`config.mk`:
```
export PLATFORM = sky130hd
export DESIGN_NAME = vga_sprite_module_flat
export DESIGN_NICKNAME = d
export VERILOG_FILES = /design/src/rtl/vga_pkg.sv /design/src/rtl/vga_sprite_module_if.sv /design/src/rtl/sprite_pos_module.sv /design/src/rtl/vga_sprite_module.sv /design/src/flat_wrapper.sv
export SDC_FILE = /design/constraint.sdc
export NUM_CORES = 1
export LEC_CHECK = 0
export ABC_AREA = 1
export ABC_CLOCK_PERIOD_IN_PS = 7100
export CORE_MARGIN = 10
export CORE_UTILIZATION = 57
export CTS_CLUSTER_DIAMETER = 150
export CTS_CLUSTER_SIZE = 40
export DETAILED_ROUTE_END_ITERATION = 12
export PLACE_DENSITY = 0.87
export SLEW_MARGIN = 20
export SYNTH_ARGS = -nofsm -noshare
export SYNTH_HDL_FRONTEND = slang
export SYNTH_HIERARCHICAL = 1
export SYNTH_SLANG_ARGS = --single-unit
export TNS_END_PERCENT = 30
```
`constraint.sdc`:
```
create_clock -name CLK -period 7.1 [get_ports CLK]
set_clock_uncertainty 0.15 [all_clocks]
set_input_delay 1.42 -clock CLK [delete_from_list [all_inputs] [get_ports CLK]]
set_output_delay 1.42 -clock CLK [all_outputs]
set_load 0.05 [all_outputs]
```
`src/rtl/vga_pkg.sv`:
```
// Shared VGA definitions: active-area timing, colour constants and the
// position/direction types used by the sprite placement logic.
package vga_pkg;
  localparam int H_ACTIVE = 800;
  localparam int V_ACTIVE = 600;

  typedef logic [2:0] rgb_t;  // {R,G,B}
  localparam rgb_t COLOR_BLACK = 3'b000;
  localparam rgb_t COLOR_WHITE = 3'b111;

  typedef enum logic { DIR_POS = 1'b0, DIR_NEG = 1'b1 } dir_e;

  // One axis of sprite placement: 12-bit unsigned so pos+STEP never wraps.
  typedef struct packed {
    logic [11:0] pos;
    dir_e        dir;
  } axis_t;

  typedef struct packed {
    logic hs;
    logic vs;
  } sync_t;

  // One bounce step against [0, lim]; direction flips when an edge is hit.
  function automatic axis_t bounce_step(input axis_t cur, input logic [11:0] lim,
                                        input logic [11:0] step);
    axis_t nxt;
    nxt = cur;
    if (cur.dir == DIR_POS) begin
      if (cur.pos + step >= lim) begin
        nxt.pos = lim;
        nxt.dir = DIR_NEG;
      end else begin
        nxt.pos = cur.pos + step;
      end
    end else if (cur.pos <= step) begin
      nxt.pos = '0;
      nxt.dir = DIR_POS;
    end else begin
      nxt.pos = cur.pos - step;
    end
    return nxt;
  endfunction

  function automatic logic [11:0] clamp12(input logic [10:0] v, input logic [11:0] lim);
    return ({1'b0, v} > lim) ? lim : {1'b0, v};
  endfunction
endpackage

```
`src/rtl/vga_sprite_module_if.sv`:
```
// Image ROM port: the sprite controller (master) issues a row address and
// receives the 1bpp row word (MSB = leftmost pixel) ROM_LAT cycles later.
//   Rom_Addr : row address, master -> ROM
//   Rom_Data : row word,    ROM -> master
interface vga_sprite_module_if #(
  parameter int ADDR_W = 6,
  parameter int IMG_W  = 64
);
  logic [ADDR_W-1:0] Rom_Addr;
  logic [IMG_W-1:0]  Rom_Data;

  modport master (output Rom_Addr, input Rom_Data);
  modport slave  (input Rom_Addr, output Rom_Data);
endinterface

```
`src/rtl/sprite_pos_module.sv`:
```
// Sprite placement: detects the frame tick (falling edge of registered
// VSYNC_In) and on each tick either clamps to the static start position or
// steps the bounce state per axis.
//   CLK, RSTn        : clock, async active-low reset
//   VSYNC_In         : raw VSYNC, active low
//   Mode_Sig         : 0 static, 1 bounce (sampled on the tick cycle)
//   Start_X/Start_Y  : static-mode top-left corner
//   Pos_X/Pos_Y      : current top-left corner of the sprite
module sprite_pos_module #(
  parameter int H_ACTIVE = 800,
  parameter int V_ACTIVE = 600,
  parameter int SW       = 64,
  parameter int SH       = 64,
  parameter int STEP     = 2
)(
  input  logic        CLK,
  input  logic        RSTn,
  input  logic        VSYNC_In,
  input  logic        Mode_Sig,
  input  logic [10:0] Start_X,
  input  logic [10:0] Start_Y,
  output logic [11:0] Pos_X,
  output logic [11:0] Pos_Y
);
  import vga_pkg::*;

  localparam logic [11:0] LIM_X  = 12'(H_ACTIVE - SW);
  localparam logic [11:0] LIM_Y  = 12'(V_ACTIVE - SH);
  localparam logic [11:0] STEP_W = 12'(STEP);

  logic  vs_q, vs_qq, tick;
  axis_t x_q, x_d, y_q, y_d;

  always_ff @(posedge CLK or negedge RSTn) begin
    if (!RSTn) begin
      vs_q  <= 1'b1;
      vs_qq <= 1'b1;
      x_q   <= '{pos: 12'd0, dir: DIR_POS};
      y_q   <= '{pos: 12'd0, dir: DIR_POS};
    end else begin
      vs_q  <= VSYNC_In;
      vs_qq <= vs_q;
      x_q   <= x_d;
      y_q   <= y_d;
    end
  end

  assign tick = vs_qq & ~vs_q;

  // Position only moves on the tick so a frame is never drawn split.
  always_comb begin
    x_d = x_q;
    y_d = y_q;
    if (tick) begin
      if (Mode_Sig) begin
        x_d = bounce_step(x_q, LIM_X, STEP_W);
        y_d = bounce_step(y_q, LIM_Y, STEP_W);
      end else begin
        x_d.pos = clamp12(Start_X, LIM_X);
        y_d.pos = clamp12(Start_Y, LIM_Y);
      end
    end
  end

  assign Pos_X = x_q.pos;
  assign Pos_Y = y_q.pos;
endmodule

```
`src/rtl/vga_sprite_module.sv`:
```
// Sprite controller: draws an IMG_W x IMG_H 1bpp image, scaled by
// 2^SCALE_LOG2, at a static or bouncing position. Colour and delayed
// sync appear LAT = 2+ROM_LAT cycles after the inputs are sampled.
//   CLK, RSTn                  : pixel clock, async active-low reset
//   Ready_Sig, Column/Row_Addr : active-area flag and pixel coordinates
//   HSYNC_In, VSYNC_In         : raw sync from the timing generator
//   Mode_Sig, Start_X, Start_Y : placement control
//   rom                        : image ROM port (Rom_Addr / Rom_Data)
//   HSYNC_Sig, VSYNC_Sig       : sync delayed to match colour
//   Red/Green/Blue_Sig         : pixel colour
module vga_sprite_module #(
  parameter int         H_ACTIVE   = vga_pkg::H_ACTIVE,
  parameter int         V_ACTIVE   = vga_pkg::V_ACTIVE,
  parameter int         IMG_W      = 64,
  parameter int         IMG_H      = 64,
  parameter int         ADDR_W     = 6,
  parameter int         SCALE_LOG2 = 0,
  parameter int         ROM_LAT    = 1,
  parameter int         STEP       = 2,
  parameter logic [2:0] FG_COLOR   = vga_pkg::COLOR_WHITE,
  parameter logic [2:0] BG_COLOR   = vga_pkg::COLOR_BLACK
)(
  input  logic                CLK,
  input  logic                RSTn,
  input  logic                Ready_Sig,
  input  logic [10:0]         Column_Addr_Sig,
  input  logic [10:0]         Row_Addr_Sig,
  input  logic                HSYNC_In,
  input  logic                VSYNC_In,
  input  logic                Mode_Sig,
  input  logic [10:0]         Start_X,
  input  logic [10:0]         Start_Y,
  vga_sprite_module_if.master rom,
  output logic                HSYNC_Sig,
  output logic                VSYNC_Sig,
  output logic                Red_Sig,
  output logic                Green_Sig,
  output logic                Blue_Sig
);
  import vga_pkg::*;

  localparam int          LAT    = 2 + ROM_LAT;
  localparam int          LCOL_W = $clog2(IMG_W);
  localparam logic [11:0] SW     = 12'(IMG_W << SCALE_LOG2);
  localparam logic [11:0] SH     = 12'(IMG_H << SCALE_LOG2);

  logic [11:0] pos_x, pos_y;

  sprite_pos_module #(
    .H_ACTIVE(H_ACTIVE), .V_ACTIVE(V_ACTIVE),
    .SW(IMG_W << SCALE_LOG2), .SH(IMG_H << SCALE_LOG2), .STEP(STEP)
  ) u_pos (
    .CLK(CLK), .RSTn(RSTn), .VSYNC_In(VSYNC_In), .Mode_Sig(Mode_Sig),
    .Start_X(Start_X), .Start_Y(Start_Y), .Pos_X(pos_x), .Pos_Y(pos_y)
  );

  // Stage 0 input capture; stage 1 window test and ROM address;
  // stages 2..LAT-1 wait for ROM data; stage LAT colour.
  logic [10:0]                   col_q, row_q;
  logic                          rdy_q;
  sync_t [LAT:0]                 sync_pipe_q;
  logic [LAT-1:1]                vld_pipe_q;   // In_Win per stage
  logic [LAT-1:1][LCOL_W-1:0]    lcol_pipe_q;
  logic [ADDR_W-1:0]             rom_addr_q;
  rgb_t                          rgb_q;

  logic [11:0]       dx, dy;
  logic              in_win;
  logic [LCOL_W-1:0] pix_idx;
  logic              pix_bit;

  // A coordinate left of/above the sprite would wrap dx/dy to a large
  // value, so the explicit >= checks keep the window test honest.
  assign dx     = {1'b0, col_q} - pos_x;
  assign dy     = {1'b0, row_q} - pos_y;
  assign in_win = rdy_q && ({1'b0, col_q} >= pos_x) && (dx < SW) &&
                  ({1'b0, row_q} >= pos_y) && (dy < SH);

  assign pix_idx = LCOL_W'(IMG_W - 1) - lcol_pipe_q[LAT-1];
  assign pix_bit = rom.Rom_Data[pix_idx];

  always_ff @(posedge CLK or negedge RSTn) begin
    if (!RSTn) begin
      col_q       <= '0;
      row_q       <= '0;
      rdy_q       <= 1'b0;
      sync_pipe_q <= '1;  // idle sync is high on both lines
      vld_pipe_q  <= '0;
      lcol_pipe_q <= '0;
      rom_addr_q  <= '0;
      rgb_q       <= COLOR_BLACK;
    end else begin
      col_q       <= Column_Addr_Sig;
      row_q       <= Row_Addr_Sig;
      rdy_q       <= Ready_Sig;
      sync_pipe_q <= {sync_pipe_q[LAT-1:0], HSYNC_In, VSYNC_In};
      vld_pipe_q  <= {vld_pipe_q[LAT-2:1], in_win};
      lcol_pipe_q <= {lcol_pipe_q[LAT-2:1], LCOL_W'(dx >> SCALE_LOG2)};
      // Holding the address outside the window avoids needless ROM toggling.
      if (in_win) rom_addr_q <= ADDR_W'(dy >> SCALE_LOG2);
      if (vld_pipe_q[LAT-1]) rgb_q <= pix_bit ? FG_COLOR : BG_COLOR;
      else                   rgb_q <= COLOR_BLACK;
    end
  end

  assign rom.Rom_Addr = rom_addr_q;
  assign HSYNC_Sig    = sync_pipe_q[LAT].hs;
  assign VSYNC_Sig    = sync_pipe_q[LAT].vs;
  assign {Red_Sig, Green_Sig, Blue_Sig} = rgb_q;
endmodule

```
`src/flat_wrapper.sv`:
```
// flat-port wrapper written by rule: the top's interface ports become plain ports
module vga_sprite_module_flat import vga_pkg::*;
#(
  parameter int         H_ACTIVE   = vga_pkg::H_ACTIVE,
  parameter int         V_ACTIVE   = vga_pkg::V_ACTIVE,
  parameter int         IMG_W      = 64,
  parameter int         IMG_H      = 64,
  parameter int         ADDR_W     = 6,
  parameter int         SCALE_LOG2 = 0,
  parameter int         ROM_LAT    = 1,
  parameter int         STEP       = 2,
  parameter logic [2:0] FG_COLOR   = vga_pkg::COLOR_WHITE,
  parameter logic [2:0] BG_COLOR   = vga_pkg::COLOR_BLACK
)
  (CLK, RSTn, Ready_Sig, Column_Addr_Sig, Row_Addr_Sig, HSYNC_In, VSYNC_In, Mode_Sig, Start_X, Start_Y, HSYNC_Sig, VSYNC_Sig, Red_Sig, Green_Sig, Blue_Sig, rom_Rom_Addr, rom_Rom_Data);
  vga_sprite_module_if #(.ADDR_W(ADDR_W), .IMG_W(IMG_W)) rom_i ();
  input  logic CLK;
  input  logic RSTn;
  input  logic Ready_Sig;
  input  logic [10:0] Column_Addr_Sig;
  input  logic [10:0] Row_Addr_Sig;
  input  logic HSYNC_In;
  input  logic VSYNC_In;
  input  logic Mode_Sig;
  input  logic [10:0] Start_X;
  input  logic [10:0] Start_Y;
  output logic HSYNC_Sig;
  output logic VSYNC_Sig;
  output logic Red_Sig;
  output logic Green_Sig;
  output logic Blue_Sig;
  output wire logic [$bits(rom_i.Rom_Addr)-1:0] rom_Rom_Addr;
  input wire logic [$bits(rom_i.Rom_Data)-1:0] rom_Rom_Data;
  assign rom_Rom_Addr = rom_i.Rom_Addr;
  assign rom_i.Rom_Data = rom_Rom_Data;
  vga_sprite_module #(.H_ACTIVE(H_ACTIVE), .V_ACTIVE(V_ACTIVE), .IMG_W(IMG_W), .IMG_H(IMG_H), .ADDR_W(ADDR_W), .SCALE_LOG2(SCALE_LOG2), .ROM_LAT(ROM_LAT), .STEP(STEP), .FG_COLOR(FG_COLOR), .BG_COLOR(BG_COLOR)) u_core (.CLK(CLK), .RSTn(RSTn), .Ready_Sig(Ready_Sig), .Column_Addr_Sig(Column_Addr_Sig), .Row_Addr_Sig(Row_Addr_Sig), .HSYNC_In(HSYNC_In), .VSYNC_In(VSYNC_In), .Mode_Sig(Mode_Sig), .Start_X(Start_X), .Start_Y(Start_Y), .rom(rom_i), .HSYNC_Sig(HSYNC_Sig), .VSYNC_Sig(VSYNC_Sig), .Red_Sig(Red_Sig), .Green_Sig(Green_Sig), .Blue_Sig(Blue_Sig));
endmodule
```
Yosys cells after proc, flatten, opt, wreduce, memory -nomap -nowiden
Cells that the tools add are included.

Register bits after elaboration: 80. Latch bits: 0. Bits in writable memories: 0. Memory bits (read-only): 0. Input port bits: 114. Memories kept: 0.

Add/subtract/negate cells: 7. Multiply operators: 0. Divide/modulo/power cells: 0. $lt $le $gt $ge: 11. Equal/unequal tests: 0. Shift-type cells: 0. Multiplexer cells: 18. Bitwise operators: 2. Reductions and logical operators: 5.

Operators with widths (count): 12-bit 2-to-1 mux (6); 13-bit 2-to-1 mux (2); 12-bit by 2-bit adder with 12-bit output (second input constant) (2); 11-bit by 12-bit greater-or-equal comparator with 1-bit output (2); 12-bit by 10-bit greater-or-equal comparator with 1-bit output (second input constant) (2); 12-bit by 2-bit <= comparator with 1-bit output (second input constant) (2); 12-bit by 7-bit < comparator with 1-bit output (second input constant) (2); 11-bit by 12-bit subtractor with 12-bit output (2); 12-bit by 2-bit subtractor with 12-bit output (second input constant) (2); 11-bit by 10-bit greater-than comparator with 1-bit output (second input constant) (2); 11-bit 2-to-1 mux (2); 6-bit by 7-bit < comparator with 1-bit output (second input constant) (1); 1-bit binary-select mux with 6-bit select (1); 3-bit 2-to-1 mux (2); 6-bit subtractor (first input constant) (1); 1-bit 2-to-1 mux (5); 1-bit logical AND (4); 2-bit AND reduction (1); 1-bit bitwise AND (1); 1-bit inverter (1).

Logic depth before layout (Yosys ltp)
Gate-level depths: netlist of run 1.

Word-level depth: 5. Mapped depth: 19. Depth with buffers taken out: 19.

By module
Netlist of run 1, hierarchy kept.

By module, submodules not included: vga_sprite_module (times used 1, cells each 475, area each 3553.4 µm²); sprite_pos_module (times used 1, cells each 439, area each 2802.7 µm²).

Worst setup path before layout of run 1
Ideal clock, no wire load.

Path type: input to register. Start: input port Start_Y[7]. End: register u_core.u_pos.y_q (netlist bit u_core/u_pos/Pos_Y[3]). Setup time: 116 ps. Arrival time: 2258 ps. Required time: 6834 ps. Slack: 4576 ps. Cell stages on the path: 8. Path buffers: 0. Cell sequence: nor4_1 -> nand3_1 -> nand2_1 -> nand2_1 -> o21ai_0 -> inv_1 -> nand2_1 -> nand2_1.

Longest elaborated chain between the ends: 3.

RTL lines: start, declared (RTL line flat_wrapper.sv:26) `input logic [10:0] Start_Y;`; 11-bit by 10-bit greater-than comparator with 1-bit output (RTL line vga_pkg.sv:46) `return ({1'b0, v} > lim) ? lim : {1'b0, v};`; 11-bit 2-to-1 mux (RTL line vga_pkg.sv:46); 12-bit 2-to-1 mux (RTL line sprite_pos_module.sv:55) `if (Mode_Sig) begin`; end signal, assigned (RTL line sprite_pos_module.sv:39) `y_q <= '{pos: 12'd0, dir: DIR_POS};`; end signal, assigned (RTL line sprite_pos_module.sv:44) `y_q <= y_d;`; end, declared (RTL line sprite_pos_module.sv:32) `axis_t x_q, x_d, y_q, y_d;`.

Every way passes these cells. A chain may end at the register's enable or synchronous reset.

Final worst setup path of run 1
Start: register u_core.sync_pipe_q (netlist bit u_core/HSYNC_Sig). End: output port HSYNC_Sig.

RTL lines: start, declared (RTL line vga_sprite_module.sv:61) `sync_t [LAT:0] sync_pipe_q;`; start signal, assigned (RTL line vga_sprite_module.sv:96) `sync_pipe_q <= {sync_pipe_q[LAT-1:0], HSYNC_In, VSYNC_In};`; end, declared (RTL line flat_wrapper.sv:27) `output logic HSYNC_Sig;`.

No word-level cell between the ends.

==> results.cfg, run 1 <==
[cts]
htreeDepth = 3
cts_hold_buf = 0
cts_buffers = 9
ctsResizeCount = 0
cts_sinks = 80
cts_tree = built
path_clk_slew_ns = 0.08
cts-root-buf = clkbuf_8
clkLatencyLatePin_ns = 0.36
post-cts-setup-buffers = 0
clockBufferDepth = 2

[global_route]
grt-ovfl-total = 0
grt_util_all_layers_pct = 20.6
grt_pass1_wl_mm = 27.8
grt_antenna_before_repair = 0
grt_pass1_vias = 5840
grt_max_degree = 81

[synth]
syn_nets = 1058
ys_seq_area_share_pct = 31.7
synth_top_family_by_area = simple AND/OR/NAND/NOR gates
syn_avg_cell_area_um2 = 6.95
async_reset_ff_share_pct = 100
synth_area_leaders = dfrtp_1, nand2_1, inv_1
yosysTopAreaCell = dfrtp_1
synth_flop_cell = dfrtp_1
ys_seq_elements = 80
synth_xor_area_share_pct = 4.55
netlist_area_um2 = 6360
synth_cell_type_count = 45
synthSimpleGateAreaFrac_pct = 33.1
yosys_warnings = 6
synth_compound_area_share_pct = 11.8
synth_top_cell_area_share_pct = 27.6
yosys.area_share.adder_pct = 6.14
syn_inst = 914
synth_edf_count = 0
synth_mux_area_share_pct = 0

[routing]
routed_wl_mm = 16.4
remaining_drc_errors = 0
ant_nets = 0
vias_per_cell = 5.35
firstDrtPassIters = 7
drtIter0Drc = 559
vias = 6135
wl_per_cell_um = 14.3

[final_layout]
num_antenna_cells = 0
area_growth_pct = 19.9
fin_cells = 1147
drive_gt1_share_pct = 7.85
post-route-util_pct = 70.0
fin_nets = 1146

[placement]
place_congestion = 0.904
dp.cells = 1131
io_buffers = 124
dp_hpwl_mm = 12.8
dp_slack_ns = 3.54

[critical_path]
end_kind = output port
critical_path_class = register to output port
worst_setup_path_start_kind = register
worst_ep_arrival_time_ns = 1.66
path_cells = clkdlybuf4s50_1
critPathMaxFanout = 1
critPathSlowestCell = clkdlybuf4s50_1
slowest_delay_ns = 0.79
crit_required_ns = 5.53
path_buf_inv = 1
crit_family = buffers and inverters

[power]
powerDensity_nw_per_um2 = 247
p_leak_uw = 0.00370
ir_worst_vdd_mv = 0.156
finalPower_uw = 1880

[hold_path]
min_path_type = register to register

[sta]
period_needed_ns = 3.23
setup_viol = 0
tightest_slew_ns = 0.976
slew_viol_final = 0
tns_ns = 0
fmax_mhz = 309
finalHoldViolations = 0
slew_headroom_pct = 34.9
rsz0062_at_grt = false
setup_slack_ns = 3.87
post-route-period-util_pct = 45.5

[floorplan]
io_pins = 125
num_rows = 38
dieArea_um2 = 15800
core-area_um2 = 10900
die_x_um = 126
die_height_um = 126
initial_core_util_pct = 58.4

[run]
max_cap_viol_count = 0

[outcome]
status = finished, final reports clean
## sequential cells by signal (all words and copies together) (netlist names)
signal	count
u_core/row_q	11
u_core/u_pos/vs_q	1
u_core/u_pos/x_q	1
u_core/u_pos/Pos_X	12
u_core/rom.Rom_Addr	6
u_core/u_pos/Pos_Y	12
u_core/u_pos/y_q	1
u_core/lcol_pipe_q	12
u_core/rdy_q	1
u_core/rgb_q	1
u_core/vld_pipe_q	2
u_core/HSYNC_Sig	1
u_core/col_q	11
u_core/VSYNC_Sig	1
u_core/u_pos/vs_qq	1
u_core/sync_pipe_q	6
## path summary, 6_finish.rpt
check,startpoint,to,slack [ns],depth (start not counted)
hold / removal,u_core/lcol_pipe_q[0],u_core/lcol_pipe_q[6],0.20,0
hold reg to reg,u_core/lcol_pipe_q[0],u_core/lcol_pipe_q[6],0.20,0
max in group asynchronous,RSTn,u_core/u_pos/Pos_Y[4],5.10,1
min in group asynchronous,RSTn,u_core/row_q[0],1.05,1
setup reg to reg,u_core/lcol_pipe_q[6],u_core/rgb_q[1],4.34,9
setup / recovery,u_core/HSYNC_Sig,HSYNC_Sig,3.87,1
## per-layer routing
| layer | global-route usage (%) | share of wire [%] | up-vias |
|---|---|---|---|
| met1 | 27.1 | 45 | 2783 |
| met4 | 6.30 | 1.5 | 0 |
| met3 | 3.68 | 7.1 | 27 |
| met5 | 0 | 0 | - |
| met2 | 33.5 | 47 | 240 |
| li1 | - | - | 3085 |
## cells in the mapped netlist, types with 2 or more instances
library cell  number
nand2_4            4
inv_2              8
nor3_1             8
o21bai_1           3
dfstp_2           10
dfrtp_1           70
a31oi_1            4
nand2_2           11
clkbuf_1          13
nor4_1             3
nand3_1           75
a21oi_1           32
fa_1               2
xor2_1            27
a21oi_2            2
nand3b_1           4
o211ai_1           3
nor2_2            13
buf_2              2
o21ai_1            4
nand2_1          221
buf_4             27
clkbuf_4           2
o221ai_1          12
o21ai_0           58
nor2_1            92
buf_6              3
nor2_4             3
o21ai_2            2
nand4_1           17
o22ai_1            7
xnor2_1            6
ha_1              28
inv_1            123
nand3_2            4
nand3_4            2
## kinds of logic (layout without fill, tap and decap cells)
group,after synthesis,count (layout)
adders and majority gates,30,30
xor gates and xnor gates,33,33
AOI/OAI and AO/OA,129,129
and+or+nand+nor,463,463
DFF,80,80
buffers and inverters,179,272
## cell type report
cell class,count,area [um2]
multi-input cells,655,3530
fillers,935,3270
flip-flops and latches,80,2010
repair buffers,125,1250
inverters,131,492
well taps,140,175
clock buffers,12,135
clock inverters,4,25.0
## layout by cell type (no fill, tap or decap), types with 4 or more instances in the layout
cell type and instances:
dfrtp_1 70, clkdlybuf4s50_1 123, inv_2 8, nand3b_1 4
o221ai_1 12, nand2_4 4, inv_1 123, nand3_1 75
a21oi_1 32, o21ai_1 4, clkbuf_8 9, a31oi_1 4
nand2_1 221, o21ai_0 58, nor3_1 8, nor2_1 91
xnor2_1 6, ha_1 28, nand2_2 11, nand4_1 17
xor2_1 27, o22ai_1 7, dfstp_2 10, nand3_2 4
nor2_2 14
## per-stage QoR
stage / instance area (um2) / hold WS (ns)
6_report: 7620 / 0.202
5_1_grt: 7620 / 0.206
4_1_cts: 7620 / 0.203
3_5_place_dp: 7460 / 0.185
3_3_place_gp: 7460 / 0.182
2_1_floorplan: 6360 / 0.181
## power breakdown
group	switching [uW]	leakage, uW	internal (uW)	total (uW)
Combinational	579	0.00265	371	950
Clock	164	0.0000764	126	290
Sequential	114	0.000967	531	645
No activity file was read; power rests on OpenSTA's default activity.
==> run 2: changes to the inputs <==
--- a/config.mk
+++ b/config.mk
@@ -6,13 +6,13 @@
 export NUM_CORES = 1
 export LEC_CHECK = 0
 export ABC_AREA = 1
-export ABC_CLOCK_PERIOD_IN_PS = 7100
+export ABC_CLOCK_PERIOD_IN_PS = 3150
 export CORE_MARGIN = 10
-export CORE_UTILIZATION = 57
+export CORE_UTILIZATION = 53
 export CTS_CLUSTER_DIAMETER = 150
 export CTS_CLUSTER_SIZE = 40
 export DETAILED_ROUTE_END_ITERATION = 12
-export PLACE_DENSITY = 0.87
+export PLACE_DENSITY = 0.82
 export SLEW_MARGIN = 20
 export SYNTH_ARGS = -nofsm -noshare
 export SYNTH_HDL_FRONTEND = slang
==> constraint.sdc (replaced) <==
create_clock -name CLK -period 3.15 [get_ports CLK]
set_clock_uncertainty 0.15 [all_clocks]
set_input_delay 0.63 -clock CLK [delete_from_list [all_inputs] [get_ports CLK]]
set_output_delay 0.63 -clock CLK [all_outputs]
set_load 0.05 [all_outputs]
==> run 2 against run 1 <==
Critical path depth rose by 11. Sequential power increased by 120%. First-iteration DRC count down 14%. Die area up 6.3%. Hold slack got worse by 0.094 ns. Critical path type is now register to register. Highest routed layer unchanged.
==> results.cfg, run 2 (synthesis gave the netlist of run 1 again) <==
[sta]
slew_headroom_pct = 65.2
period_needed_ns = 2.60
tns_ns = 0
rsz0062_at_grt = false
post-route-period-util_pct = 82.5
hold_ws_ns = 0.109
slew_viol_final = 0
fmax_mhz = 385
finalHoldViolations = 0
tightest_slew_ns = 0.522
setup_viol = 0

[routing]
firstDrtPassIters = 5
vias = 6094
remaining_drc_errors = 0
ant_nets = 0
met3_length_mm = 1.05
wl_met1_mm = 7.83
wl_per_cell_um = 14.5
wl_met2_mm = 7.57
drtIter0Drc = 483
vias_per_cell = 5.28
top_layer = met4
routed_wl_mm = 16.7

[critical_path]
path_buf_inv = 1
critPathSlowestCell = dfrtp_1
crit_family = simple AND/OR/NAND/NOR gates
end_kind = register
worst_setup_path_start_kind = register
cp.depth = 12
path_cells = inv_1 -> ha_1 -> nand2_1 -> nand2_1 -> a21oi_1 -> nand2_2 -> a21oi_2 -> xor2_1 -> nor2_2 -> nand3_4 -> nand2_1 -> nand2_1
worstRegToRegCells = 12
crit_required_ns = 3.23
critPathMaxFanout = 11
worst_ep_arrival_time_ns = 2.68
critical_path_class = register to register
cp_common_cell = nand2_1
slowest_delay_ns = 0.55

[floorplan]
initial_core_util_pct = 55.0
dieArea_um2 = 16800
core-area_um2 = 11600
io_pins = 125
die_height_um = 130
die_x_um = 130
num_rows = 39

[run]
max_cap_viol_count = 0

[placement]
dp_hpwl_mm = 12.9
dp.cells = 1137
io_buffers = 124
place_congestion = 0.944

[final_layout]
area_growth_pct = 22.9
num_antenna_cells = 0
regArea_um2 = 2010
multiInputGateArea_um2 = 3530
final_common_cell = nand2_1
drive_gt1_share_pct = 8.51
fillers = 1012
fin_cells = 1154
fin_nets = 1150
final_cell_mix = nand2_1, clkdlybuf4s50_1, inv_1

[global_route]
grt-ovfl-total = 0
grt_pass1_vias = 5688
grt_antenna_before_repair = 0
grt_pass1_wl_mm = 27.1
grt_util_all_layers_pct = 19.7
grt_max_degree = 81

[outcome]
status = finished, final reports clean

[cts]
ctsResizeCount = 0
cts_hold_buf = 0
post-cts-setup-buffers = 0
path_clk_slew_ns = 0.06
clkLatencyLatePin_ns = 0.35
cts_sinks = 80
htreeDepth = 3
cts_buffers = 9
cts_tree = built
clockBufferDepth = 2
cts-root-buf = clkbuf_16

[hold_path]
min_path_type = primary input to async pin

[power]
p_leak_uw = 0.00378
ir_worst_vdd_mv = 0.311
powerDensity_nw_per_um2 = 597
-- run 2: changes by cell type in the layout (fill, tap and decap cells not counted), sizes merged --
cell and change:
clkinv -1, bufinv +1, inv +1, buf +4, clkbuf -2, clkinvlp +1
-- run 2: worst paths after layout --
check	from	end	slack [ns]
max	u_core/u_pos/Pos_Y[4]	u_core/rom.Rom_Addr[1]	0.55
min	RSTn	u_core/row_q[1]	0.11
max reg2reg	u_core/u_pos/Pos_Y[4]	u_core/rom.Rom_Addr[1]	0.55
min reg2reg	u_core/lcol_pipe_q[2]	u_core/lcol_pipe_q[8]	0.19
max in group asynchronous	RSTn	u_core/u_pos/Pos_X[2]	2.16
min in group CLK	u_core/lcol_pipe_q[2]	u_core/lcol_pipe_q[8]	0.19
-- run 2: cell type report --
cell class | instances | share of cell area, %
inverter | 131 | 6.29
multi-input combinational | 655 | 45.2
clock buffer | 10 | 3.06
tap | 143 | 2.29
clock inverter | 6 | 0.849
sequential | 80 | 25.8
timing repair buffer | 129 | 16.5
-- run 2: per-stage QoR --
| stage | worst slack [ns] | instance area [um2] | power, uW | util (%) |
|---|---|---|---|---|
| global route | 0.323 | 7810 | 5040 | 67.6 |
| CTS | 0.570 | 7790 | 4660 | 67.4 |
| floorplan | 0.812 | 6360 | 3120 | - |
| global placement | 0.688 | 7490 | 3540 | 64.7 |
| finish | 0.551 | 7810 | 4670 | 67.6 |
| detailed placement | 0.593 | 7490 | 3560 | 64.7 |
-- run 2: power breakdown --
group / leakage [uW] / switching (uW) / internal (uW)
registers: 0.000967 / 241 / 1200
clock network: 0.000141 / 436 / 636
logic: 0.00268 / 1310 / 843
total: 0.00378 / 1990 / 2680
-- run 2: metal layers --
metal,up-vias,track usage [%]
li1,3105,-
met1,2776,26.1
met2,194,31.9
met3,19,4.16
met4,0,5.82
met5,-,0
==> patch 1: new RTL, config.mk and constraints of run 2 <==
`ADDR_W` is set to 6 in 3 places; all go to 5.
--- a/src/rtl/vga_sprite_module_if.sv
+++ b/src/rtl/vga_sprite_module_if.sv
@@ -3,7 +3,7 @@
 //   Rom_Addr : row address, master -> ROM
 //   Rom_Data : row word,    ROM -> master
 interface vga_sprite_module_if #(
-  parameter int ADDR_W = 6,
+  parameter int ADDR_W = 5,
   parameter int IMG_W  = 64
 );
   logic [ADDR_W-1:0] Rom_Addr;
--- a/src/rtl/vga_sprite_module.sv
+++ b/src/rtl/vga_sprite_module.sv
@@ -13,7 +13,7 @@
   parameter int         V_ACTIVE   = vga_pkg::V_ACTIVE,
   parameter int         IMG_W      = 64,
   parameter int         IMG_H      = 64,
-  parameter int         ADDR_W     = 6,
+  parameter int         ADDR_W     = 5,
   parameter int         SCALE_LOG2 = 0,
   parameter int         ROM_LAT    = 1,
   parameter int         STEP       = 2,
--- a/src/flat_wrapper.sv
+++ b/src/flat_wrapper.sv
@@ -5,7 +5,7 @@
   parameter int         V_ACTIVE   = vga_pkg::V_ACTIVE,
   parameter int         IMG_W      = 64,
   parameter int         IMG_H      = 64,
-  parameter int         ADDR_W     = 6,
+  parameter int         ADDR_W     = 5,
   parameter int         SCALE_LOG2 = 0,
   parameter int         ROM_LAT    = 1,
   parameter int         STEP       = 2,
Interface: changed (resized rom_Rom_Addr); port bits go from 125 to 124. No check against the original RTL was run, so the function may have changed too.
==> patch 1 against run 2 <==
  * Worst setup slack improved by 66 ps
  * Sequential cell count decreased by 1
  * First-iteration DRC count increased by 63%
  * Non-clock buffer count decreased by 3
  * Routed wire length increased by 3.1%
  * Cell count decreased by 0.87%
  * Sequential power about the same
  * Total power decreased by 2.3%
  * Final area decreased by 2.0%
  * Synthesized cell count decreased by 0.77%
  * Area after synthesis decreased by 1.9%
  * Critical endpoint is now u_core/rom.Rom_Addr[3]
  * Largest power group unchanged
  * Highest routed layer unchanged
==> patch 1: results (changes against run 2) <==
[outcome]
run_status = completed

[route]
routed_wl_um = 17200  ; +3.1%
vias = 6227  ; +2.2%
first_pass_iters = 7  ; +2
drt-initial-drc-count = 785  ; +63%
avgViaCountPerCell = 5.44  ; +3.1%

[critical_path]
worstPathArrival_ps = 2620  ; -60 ps
path_max_fanout = 12  ; +1
crit_path_max_incr_delay_ps = 600  ; +50 ps
cp_slowest_cell = dfrtp_1

[placement]
hpwl_um = 13500  ; +4.4%
gp_congestion = 0.951  ; +0.78%
placed_area_sq_um = 7350  ; -1.8%
io_buffers = 123  ; -0.81%
pre_cts_ws_ps = 597  ; +4.39 ps

[layout]
fillers = 1016  ; +0.40%
n_antenna_cell = 0  ; unchanged
post-route-cell-area_sq_um = 7650  ; -2.0%
nets = 1140  ; -0.87%
drive_gt1_share_pct = 6.49  ; -2.0 points

[pwr]
p_clk_share_pct = 23.2  ; +0.2 points
p_int_uw = 2640  ; -1.6%
ir_drop_uv = 377  ; +21%
pwr-share-seq_pct = 31.5  ; +0.6 points
total_leakage_power_uw = 0.00372  ; -1.7%
switchingPower_uw = 1920  ; -3.2%

[global_route]
grt_use_total_pct = 21.0  ; +1.2 points
grt_max_degree = 80  ; -1.2%
grt_pass1_vias = 5951  ; +4.6%
grt_first_pass_wirelength_um = 28400  ; +4.7%

[clocking]
clock_latency_ps = 350  ; about the same
h-tree-depth = 3  ; unchanged
cts-root-buf = clkbuf_16
clkTransAtPathRegs_ps = 60  ; about the same

[worst_hold_path]
worstHoldPathType = flip-flop to flip-flop

[timing]
slew_headroom_pct = 36.2  ; -29 points

[logic_synthesis]
synth_area_leaders = dfrtp_1 28%, nand2_1 13%, inv_1 7.6%
synth_cells = 907  ; -0.77%
ys_seq_area_share_pct = 31.9  ; +0.20 points
synth_common_cells = 220 x nand2_1, 127 x inv_1, 99 x nor2_1
synthArstFlopShare_pct = 100  ; unchanged
yosysUniqueCellTypes = 41  ; -8.9%
ys_dominant_reg_cell = dfrtp_1

[patch 1: cell types whose count changed after synthesis, sizes merged, moves of 2 or more]
cell / delta
o21ai: +3
nor2: +4
or2: -3
nand2: -8
xnor2: -2
o22ai: -2
o221ai: +2
inv: +2
[patch 1: final timing paths]
kind | start | slack (ps) | depth (start not counted) | end
setup / recovery | u_core/u_pos/Pos_Y[3] | 620 | 13 | u_core/rom.Rom_Addr[3]
hold / removal | u_core/lcol_pipe_q[0] | 200 | 0 | u_core/lcol_pipe_q[6]
setup reg to reg | u_core/u_pos/Pos_Y[3] | 620 | 13 | u_core/rom.Rom_Addr[3]
hold reg to reg | u_core/lcol_pipe_q[0] | 200 | 0 | u_core/lcol_pipe_q[6]
max in group asynchronous | RSTn | 1960 | 1 | u_core/u_pos/Pos_X[1]
min in group asynchronous | RSTn | 290 | 1 | u_core/row_q[0]
[patch 1: per-layer routing]
layer | GRT usage, % | wire, um | share of wire [%]
met2 | 33.5 | 7800 | 45
met4 | 6.75 | 349 | 2.0
met5 | 0 | 0 | 0
met1 | 26.9 | 7650 | 44
met3 | 5.79 | 1390 | 8.1
[patch 1: layout make-up]
type / count / area share [%]
Clock inverter: 2 / 0.507
Inverter: 133 / 6.52
Clock buffer: 14 / 3.45
Tap cell: 143 / 2.34
Sequential cell: 79 / 26.0
Timing Repair Buffer: 126 / 16.3
Multi-Input combinational cell: 647 / 44.8
[patch 1: cell families (layout without fill, tap and decap cells)]
group / count (synthesis) / count (layout) / synth area share, %
and+or+nand+nor: 457 / 457 / 32.5
buffers and inverters: 181 / 275 / 13.1
AOI/OAI and AO/OA: 129 / 129 / 11.9
DFF: 79 / 79 / 31.9
xor gates and xnor gates: 31 / 31 / 4.35
adders and majority gates: 30 / 30 / 6.26
==> patch 2: new RTL, settings of run 2 <==
Without the edit above. Reset style: synchronous (`RSTn`), changed in 2 clocked blocks. Comments in the files are not updated.
--- a/src/rtl/sprite_pos_module.sv
+++ b/src/rtl/sprite_pos_module.sv
@@ -31,7 +31,7 @@
   logic  vs_q, vs_qq, tick;
   axis_t x_q, x_d, y_q, y_d;
 
-  always_ff @(posedge CLK or negedge RSTn) begin
+  always_ff @(posedge CLK) begin
     if (!RSTn) begin
       vs_q  <= 1'b1;
       vs_qq <= 1'b1;
--- a/src/rtl/vga_sprite_module.sv
+++ b/src/rtl/vga_sprite_module.sv
@@ -79,7 +79,7 @@
   assign pix_idx = LCOL_W'(IMG_W - 1) - lcol_pipe_q[LAT-1];
   assign pix_bit = rom.Rom_Data[pix_idx];
 
-  always_ff @(posedge CLK or negedge RSTn) begin
+  always_ff @(posedge CLK) begin
     if (!RSTn) begin
       col_q       <= '0;
       row_q       <= '0;
Function: differs if RSTn is asserted again (counterexample within 4 cycles, from zero or initial values and one cycle with RSTn low); with RSTn held inactive, the same outputs for 4 cycles.
==> patch 2 against run 2 <==
  * Sequential cell count unchanged
  * Largest cell class unchanged
  * Maximum frequency up 2.0%
  * Final area grew 2.5%
  * Worst setup slack improved by 50 ps
  * Area after synthesis is 2.2% higher
  * Cell count rose by 13%
  * Routed wire length up 7.0%
  * Highest routed layer unchanged
  * First-iteration DRC count is 2.5% higher
Power is not compared: it rests on default switching activity, and its combinational part moved more than twofold at a synthesized area within 25%.
==> patch 2: results (changes against run 2) <==
[clocking]
h-tree-depth = 3  ; unchanged
cts_resized = 0  ; unchanged
cts_setup_buffers = 0  ; unchanged
clock_latency_ps = 350  ; about the same
clkTransAtPathRegs_ps = 60  ; about the same
clk_path_buf_depth = 2  ; unchanged

[timing]
layout_setup_ws_ps = 602  ; +50.3 ps
tightest_slew_ps = 834  ; +311 ps
hold_ws_ps = 263  ; +154 ps

[layout]
drive_gt1_share_pct = 7.72  ; -0.79 points
nets = 1292  ; +12%
post-route-cell-area_sq_um = 8010  ; +2.5%
clkbuf_count = 9  ; -1
multi_input_area_share_pct = 49.1  ; +3.8 points
clkCellAreaFrac_pct = 4.41  ; +0.50 points
n_antenna_cell = 0  ; unchanged
seqCellArea_sq_um = 1600  ; -20%
buffer_area_share_pct = 16.3  ; -0.22 points
multi_input_gates = 754  ; +15%
buffers = 133  ; +3.1%
n_all_inverters = 170  ; +30%
fillers = 1098  ; +8.5%

[critical_path]
r2r-start = u_core/u_pos/Pos_X[3]
ff2ff_setup_slack_ps = 600  ; +50 ps
cp_slowest_cell = dfxtp_1
path_max_fanout = 9  ; -2
crit_end = u_core/rom.Rom_Addr[0]
ff2ff_path_depth = 15  ; +3
crit_path_max_incr_delay_ps = 490  ; -60 ps
crit_family = simple AND/OR/NAND/NOR gates
worstPathArrival_ps = 2640  ; -40 ps

[logic_synthesis]
yosysUniqueCellTypes = 42  ; -6.7%
synth_common_cells = 267 x nand2_1, 162 x inv_1, 123 x nor2_1
synth_cells = 1059  ; +16%
ys_seq_area_share_pct = 24.7  ; -7.0 points
ys.warnings.count = 6  ; unchanged
synthArstFlopShare_pct = 0  ; -100 points
synth_area_leaders = dfxtp_1 25%, nand2_1 15%, inv_1 9.4%
ys_dominant_reg_cell = dfxtp_1
syn_nets = 1203  ; +14%
syn_area_sq_um = 6500  ; +2.2%

[route]
first_pass_iters = 5  ; unchanged
routed_wl_um = 17800  ; +7.0%
vias = 6767  ; +11%
routedWlPerCell_um = 13.7  ; -5.0%
drt-initial-drc-count = 495  ; +2.5%

[global_route]
grt_max_degree = 33  ; -59%
grt_use_total_pct = 21.0  ; +1.3 points
grt_first_pass_wirelength_um = 29300  ; +7.9%
grt_pass1_vias = 6351  ; +12%

[outcome]
run_status = completed

[placement]
hpwl_um = 14200  ; +10%
gp_congestion = 0.954  ; +1.1%
pre_cts_ws_ps = 630  ; +37.7 ps
placed_area_sq_um = 7660  ; +2.3%

[pwr]
p_comb_share_pct = 26.8
total_leakage_power_uw = 0.00383
switchingPower_uw = 974

[worst_hold_path]
worstHoldPathType = flip-flop to flip-flop
min_from = u_core/sync_pipe_q[5]

-- patch 2: changes by cell type in the layout (fill, tap and decap cells not counted), moves of 10 or more --
cell     change
nor2_1      +32
a21oi_1     +22
inv_1       +39
dfstp_2     -10
dfxtp_1     +80
dfrtp_1     -70
nand2_1     +46
or2_2       +11
-- patch 2: routing by layer --
| metal | vias to the layer above | GRT usage [%] | part of all wire (%) |
|---|---|---|---|
| li1 | 3498 | - | - |
| met3 | 30 | 5.08 | 8.6 |
| met1 | 2975 | 25.2 | 43 |
| met2 | 264 | 36.2 | 47 |
| met5 | - | 0 | 0 |
| met4 | 0 | 6.80 | 1.8 |
-- patch 2: cells by family (layout without fill, tap and decap cells) --
group | count (synthesis) | after routing | share of synthesized area, %
AO/OA/AOI/OAI | 144 | 144 | 12.3
buffers and inverters | 225 | 319 | 14.9
XOR/XNOR | 33 | 33 | 4.68
AND/OR/NAND/NOR | 547 | 547 | 37.5
adder cells (fa/ha/maj) | 30 | 30 | 6.01
flip-flops | 80 | 80 | 24.7
